**config.mk**
```make
export PLATFORM = sky130hd
export DESIGN_NAME = alu_issue_unit
export DESIGN_NICKNAME = d
export VERILOG_FILES = /design/src/rtl/alu_issue_unit.sv
export SDC_FILE = /design/constraint.sdc
export NUM_CORES = 1
export LEC_CHECK = 0
export ABC_AREA = 0
export BUFFER_PORTS_ARGS = -buffer_cell sky130_fd_sc_hd__buf_2
export CORE_ASPECT_RATIO = 1.75
export CORE_MARGIN = 1
export CORE_UTILIZATION = 30
export DETAILED_ROUTE_END_ITERATION = 7
export GPL_ROUTABILITY_DRIVEN = 0
export GPL_TIMING_DRIVEN = 1
export PLACE_DENSITY = 0.55
export SKIP_LAST_GASP = 1
export SLEW_MARGIN = 20
export SYNTH_ARGS = -nofsm -noshare
export SYNTH_HDL_FRONTEND = slang
export SYNTH_SLANG_ARGS = --single-unit
```
**constraint.sdc**
```tcl
create_clock -name clk -period 3 [get_ports clk]
set_input_delay 0.75 -clock clk [delete_from_list [all_inputs] [get_ports clk]]
set_output_delay 0.75 -clock clk [all_outputs]
set_load 0.05 [all_outputs]
```
**src/rtl/alu_issue_unit.sv**
```systemverilog
// alu_issue_unit: instruction FIFO, register file and issue/writeback FSM
// wrapped around an external combinational 8-bit ALU.
module alu_issue_unit #(
    parameter int DATA_WIDTH = 8,
    parameter int REG_COUNT  = 8,
    parameter int FIFO_DEPTH = 4
) (
    input  logic                         clk,
    input  logic                         rst_n,
    input  logic                         instr_valid,
    output logic                         instr_ready,
    input  logic [3:0]                   instr_op,
    input  logic [$clog2(REG_COUNT)-1:0] instr_rd,
    input  logic [$clog2(REG_COUNT)-1:0] instr_ra,
    input  logic [$clog2(REG_COUNT)-1:0] instr_rb,
    input  logic                         instr_use_imm,
    input  logic [DATA_WIDTH-1:0]        instr_imm,
    output logic [DATA_WIDTH-1:0]        alu_operand_a,
    output logic [DATA_WIDTH-1:0]        alu_operand_b,
    output logic [3:0]                   alu_operation,
    input  logic [DATA_WIDTH-1:0]        alu_result,
    input  logic                         alu_carry_out,
    output logic                         wb_valid,
    output logic [$clog2(REG_COUNT)-1:0] wb_rd,
    output logic [DATA_WIDTH-1:0]        wb_data,
    output logic                         carry_flag,
    output logic                         busy,
    input  logic [$clog2(REG_COUNT)-1:0] dbg_addr,
    output logic [DATA_WIDTH-1:0]        dbg_data
);

    localparam int RW = $clog2(REG_COUNT);
    localparam int PW = $clog2(FIFO_DEPTH);
    localparam int CW = $clog2(FIFO_DEPTH + 1);

    typedef struct packed {
        logic [3:0]            op;
        logic [RW-1:0]         rd;
        logic [RW-1:0]         ra;
        logic [RW-1:0]         rb;
        logic                  use_imm;
        logic [DATA_WIDTH-1:0] imm;
    } entry_t;

    typedef enum logic {IDLE, EXEC} state_t;

    state_t                state_q, state_d;
    entry_t                fifo_q [FIFO_DEPTH];
    entry_t                head;
    logic [PW-1:0]         wr_ptr, rd_ptr;
    logic [CW-1:0]         count;
    logic                  full, empty, push, pop;
    logic [RW-1:0]         rd_q;
    logic [DATA_WIDTH-1:0] regs [REG_COUNT];

    function automatic logic [PW-1:0] ptr_inc(input logic [PW-1:0] p);
        return (p == PW'(FIFO_DEPTH - 1)) ? '0 : p + 1'b1;
    endfunction

    // r0 is hardwired to zero regardless of array contents
    function automatic logic [DATA_WIDTH-1:0] rf_read(input logic [RW-1:0] a);
        return (a == '0) ? '0 : regs[a];
    endfunction

    assign full        = (count == CW'(FIFO_DEPTH));
    assign empty       = (count == '0);
    assign instr_ready = !full;
    assign push        = instr_valid && !full;
    assign head        = fifo_q[rd_ptr];
    assign busy        = (state_q == EXEC) || !empty;
    assign dbg_data    = rf_read(dbg_addr);

    always_comb begin
        state_d = state_q;
        pop     = 1'b0;
        unique case (state_q)
            IDLE: begin
                if (!empty) begin
                    pop     = 1'b1;
                    state_d = EXEC;
                end
            end
            EXEC: state_d = IDLE;
            default: state_d = IDLE;
        endcase
    end

    always_ff @(posedge clk or negedge rst_n) begin
        if (!rst_n) begin
            state_q <= IDLE;
        end else begin
            state_q <= state_d;
        end
    end

    always_ff @(posedge clk) begin
        if (push) begin
            fifo_q[wr_ptr] <= '{op: instr_op, rd: instr_rd, ra: instr_ra,
                                rb: instr_rb, use_imm: instr_use_imm,
                                imm: instr_imm};
        end
    end

    always_ff @(posedge clk or negedge rst_n) begin
        if (!rst_n) begin
            wr_ptr <= '0;
            rd_ptr <= '0;
            count  <= '0;
        end else begin
            if (push) wr_ptr <= ptr_inc(wr_ptr);
            if (pop) rd_ptr <= ptr_inc(rd_ptr);
            if (push && !pop) begin
                count <= count + 1'b1;
            end else if (!push && pop) begin
                count <= count - 1'b1;
            end
        end
    end

    always_ff @(posedge clk or negedge rst_n) begin
        if (!rst_n) begin
            alu_operand_a <= '0;
            alu_operand_b <= '0;
            alu_operation <= '0;
            rd_q          <= '0;
        end else if (pop) begin
            alu_operand_a <= rf_read(head.ra);
            alu_operand_b <= head.use_imm ? head.imm : rf_read(head.rb);
            alu_operation <= head.op;
            rd_q          <= head.rd;
        end
    end

    always_ff @(posedge clk or negedge rst_n) begin
        if (!rst_n) begin
            for (int i = 0; i < REG_COUNT; i++) regs[i] <= '0;
        end else if (state_q == EXEC && rd_q != '0) begin
            regs[rd_q] <= alu_result;
        end
    end

    always_ff @(posedge clk or negedge rst_n) begin
        if (!rst_n) begin
            wb_valid   <= 1'b0;
            wb_rd      <= '0;
            wb_data    <= '0;
            carry_flag <= 1'b0;
        end else begin
            wb_valid <= (state_q == EXEC);
            if (state_q == EXEC) begin
                wb_rd      <= rd_q;
                wb_data    <= alu_result;
                carry_flag <= alu_carry_out;
            end
        end
    end

endmodule
```
**Yosys cells after proc, flatten, opt, wreduce, memory -nomap -nowiden**

Memory sizes are Yosys's and may differ from the RTL's.
Cells that the tools add are included.

- Register bits: 108
- Bits in writable memories: 88
- Input port bits: 37
- Memories: 1

- Add/subtract/negate cells: 4
- Magnitude comparators: 5
- Equality and inequality tests: 3
- Mux-type cells: 25
- Bitwise gates (word level): 5
- Reduce and logical (&&, ||, !) cells: 16

Memory list:

| name | depth | bits a word | rd ports | clocked after memory_dff | write ports | line | text |
|---|---|---|---|---|---|---|---|
| fifo_q | 4 | 22 | 1 | 0 | 1 | 48 | `entry_t fifo_q [FIFO_DEPTH];` |

Operators with widths:

| operator | count |
|---|---|
| 8-bit two-way mux | 11 |
| 8-bit binary-select mux with 3-bit select | 3 |
| 64-bit bitwise mux | 1 |
| 8-bit demux with 3-bit select | 1 |
| 4-bit greater-or-equal comparator, second input constant | 4 |
| 3-bit NOT with 4-bit output | 4 |
| 3-bit zero test | 4 |
| 3-bit two-way mux | 2 |
| 1-bit logical AND | 5 |
| 2-bit by 1-bit adder with 2-bit output, second input constant | 2 |
| 2-bit equality test, second input constant | 2 |
| 1-bit zero test | 4 |
| 4-bit by 1-bit < comparator with 1-bit output, second input constant | 1 |
| 1-bit two-way mux | 4 |
| 2-bit two-way mux | 2 |
| 3-bit by 1-bit adder with 3-bit output, second input constant | 1 |
| 3-bit equality test, second input constant | 1 |
| 3-bit nonzero test | 1 |
| 3-bit by 1-bit subtractor with 3-bit output, second input constant | 1 |
| 1-bit case mux with 2 select lines | 1 |
| 2-bit nonzero test | 1 |
| 1-bit logical OR | 1 |
| 1-bit NOT | 1 |

**Logic depth before layout (Yosys ltp)**

- Depth in word-level cells: 7
- Depth in mapped cells: 9
- Mapped depth without buffers: 9

**Least setup slack after synthesis**

Ideal clock, no wire load.

- Path kind: in2out
- Start: input port dbg_addr[1]
- End: output port dbg_data[5]
- Arrival: 2.839 ns
- Data required time: 2.250 ns
- Slack: -0.589 ns
- Stages: 6
- Path through: clkbuf_1 > clkbuf_1 > mux2i_1 > nand2_1 > o21ai_0 > a221oi_1

- Cells in the longest elaborated chain, start to end: 5
- Elaborated cells between the ends (all ways): 6
- Classes of those cells: 4 x mux; 1 x bitwise; 1 x reduce/logical

RTL lines:

| item | line | text |
|---|---|---|
| start: declaration | 28 | `input logic [$clog2(REG_COUNT)-1:0] dbg_addr,` |
| 3-bit NOT with 4-bit output (not written as such) | 62 | `return (a == '0) ? '0 : regs[a];` |
| 8-bit binary-select mux with 3-bit select | 62 |  |
| 8-bit two-way mux (not written as such) (2 in series) | 62 |  |
| 8-bit two-way mux * | 62 |  |
| end: declaration | 29 | `output logic [DATA_WIDTH-1:0] dbg_data` |

Mark *: on every way between the ends. The rest lies on a longest branch, timed or not. The select of a mux whose other input is x is not followed.

**Worst setup path in the final report**

- Start: input port dbg_addr[1]
- End: output port dbg_data[7]

The elaborated chain is that of the path after synthesis.

==> results.json <==
{
  "critPathRequiredTime_ps": 2250,
  "post-cts-setup-buffer-count": 0,
  "wl_per_cell_um": 20.5,
  "cp-end-kind": "primary output",
  "grt_usage": 0.156,
  "routed_wl_mm": 22.5,
  "relSlewSlack": 0.338,
  "grt_pass1_wl_mm": 34.9,
  "mostFrequentLayoutCell": "dfrtp_1",
  "final_cell_mix": "dfrtp_1 (108), edfxtp_1 (88), mux2_2 (80)",
  "htree_num_levels": 4,
  "drv_cap": 0,
  "avgSynthCellArea_sq_um": 14.4,
  "crit_chain": "buf_2, buf_4, mux2i_1, nand2_1, o21ai_0, a221oi_2, buf_2",
  "drive_gt1_frac": 0.384,
  "antenna_found_initial": 2,
  "syn_nets": 664,
  "r2r_start": "rd_ptr[0]$_DFFE_PN0P_",
  "drt_iter0_drc": 257,
  "p_leak_uw": 0.00421,
  "ff2ff_setup_slack_ps": 490,
  "crit_path_max_incr_delay_ps": 340,
  "path_common_cell": "buf_2",
  "place_area_sq_um": 9920,
  "cts_tree": "built",
  "final_antenna_net_count": 0,
  "rr_endpoint": "alu_operand_a[6]$_DFFE_PN0P_",
  "place_ws_ps": 151,
  "synth_ff_type": "dfrtp_1",
  "holdBufCountCts": 0,
  "drc_errors": 0,
  "p_per_area_nw_per_um2": 1200,
  "cp_slowest_cell": "a221oi_2",
  "crit_type": "in2out",
  "design_power_total_uw": 12600,
  "vias": 5386,
  "ir_drop_uv": 572,
  "crit_fanout": 10,
  "clockBufferDepth": 2,
  "synthToLayoutAreaGrowth_pct": 17.5,
  "synth_seq_cells": 196,
  "ios": 80,
  "worstMarginPinSlew_ps": 991,
  "synth-async-reset-ratio": 0.551,
  "run_status": "finished, final reports clean",
  "fin_nets": 748,
  "worstSkewPairLatency_ps": 450,
  "setup_ws_ps": 144,
  "hold_class": "in2async",
  "fp.coreArea_sq_um": 29300,
  "utilization": 0.359,
  "maxSlewViolCount": 0,
  "synth_edf_count": 88,
  "ys_types": 45,
  "synth_top_area_cell": "dfrtp_1",
  "die_h_um": 230,
  "clock_sinks": 196,
  "port_buffers": 79,
  "cp-start-kind": "primary input",
  "initial_utilization": 0.305,
  "grt_setup_unrepaired": "no",
  "fin_hold_ws_ps": 265,
  "overflow": 0,
  "reg2reg_depth": 5,
  "fmax_mhz": 350,
  "vias_per_cell": 4.90,
  "dieArea_sq_um": 30500,
  "netlist_area_sq_um": 8950,
  "die_w_um": 133,
  "grt_max_degree": 52,
  "fin_crit_ps": 2860,
  "post-route-period-util": 0.952,
  "ys_warn_count": 0,
  "ys_seq_area_frac": 0.597,
  "synth_top_area_frac": 0.302,
  "netlist_top_cells_area": "dfrtp_1 (30%), edfxtp_1 (30%), mux2_2 (10%)",
  "crit_arrival_ps": 2110,
  "grt_pass1_vias": 5648,
  "clockRootBuffer": "clkbuf_16",
  "cts.reportedPaths.clkPinSlew_ps": 80,
  "cts_resized": 0,
  "syn-instance-count": 620,
  "finalHoldViolCount": 0,
  "dp_hpwl_mm": 16.0,
  "design_area_sq_um": 10500,
  "cts_inserted_buffers": 17,
  "clock_skew_ps": 8.72,
  "row_count": 83,
  "drt-pass1-iter-count": 4,
  "setup_viol": 0
}
-- where the power goes --
group | switching (uW) | internal, uW | total, uW
clock network | 1110 | 1190 | 2290
registers | 789 | 3780 | 4570
logic | 3400 | 2370 | 5780
total | 5300 | 7340 | 12600
-- metal layers --
layer / vias to the layer above / wire (um) / track usage
met5: - / 10 / 0
met4: 2 / 690 / 0.0736
met3: 34 / 652 / 0.0290
met2: 96 / 12200 / 0.282
met1: 2739 / 8980 / 0.175
li1: 2515 / - / -
-- cell families (layout without fill, tap and decap cells) --
family	count (synthesis)	in the layout	synth area share
fa+ha+maj	7	7	0.0106
flops	196	196	0.597
other cells	0	1	0
compound gates	99	99	0.0720
simple gates	105	105	0.0582
mux	155	155	0.230
xor+xnor	3	3	0.00294
buf+inv	55	152	0.0289
-- cell usage after synthesis, types with 4 or more instances --
master / n
mux2_2: 80
a221o_1: 7
a221oi_1: 9
a21oi_1: 25
mux2_4: 5
mux2i_1: 40
clkbuf_1: 29
edfxtp_1: 88
nand3_1: 9
o22ai_1: 8
buf_6: 4
o2bb2ai_1: 8
ha_1: 6
dfrtp_1: 108
o21ai_0: 28
inv_1: 6
buf_2: 11
and3_1: 4
nand2_1: 50
mux4_2: 29
nor2_1: 12
a22o_1: 7
nor2b_1: 9
-- worst max-delay path by stage --
stage	start	endpoint	slack [ps]	depth (start not counted)
after floorplan	dbg_addr[1]	dbg_data[6]	-150	6
after global placement	dbg_addr[1]	dbg_data[0]	180	7
after detailed placement	dbg_addr[1]	dbg_data[7]	150	7
after CTS	dbg_addr[1]	dbg_data[7]	150	7
after global routing	dbg_addr[1]	dbg_data[7]	40	7
final	dbg_addr[1]	dbg_data[7]	140	7
-- layout make-up --
cell class                      count  area [sq um]
Clock buffer                       17           425
Tap cell                          382           478
Clock inverter                     15           161
Fill cell                        2904         18800
Timing Repair Buffer              114           686
Antenna cell                        1          2.50
Multi-Input combinational cell    369          3390
Inverter                            6          22.5
Sequential cell                   196          5350
-- metrics by stage --
| step | TNS, ps | cells |
|---|---|---|
| final | 0 | 1100 |
| after global routing | 0 | 1100 |
| after CTS | 0 | 1099 |
| after detailed placement | 0 | 1067 |
| after global placement | 0 | 1067 |
| after floorplan | -1090 | 620 |
-- critical path, delay by kind of cell --
kind            cells  cell delay (ps)
compound gates      2              450
buf+inv             3              750
mux                 1               80
simple gates        1               70
-- sequential cells by signal, indices dropped and copies added (netlist names) --
signal and count:
fifo_q 88, carry_flag 1, regs 64, alu_operation 4, wb_rd 3, wb_data 8
count 3, state_q 1, alu_operand_a 8, rd_q 3, wr_ptr 2, wb_valid 1
rd_ptr 2, alu_operand_b 8
No activity file was read; power rests on OpenSTA's default activity.
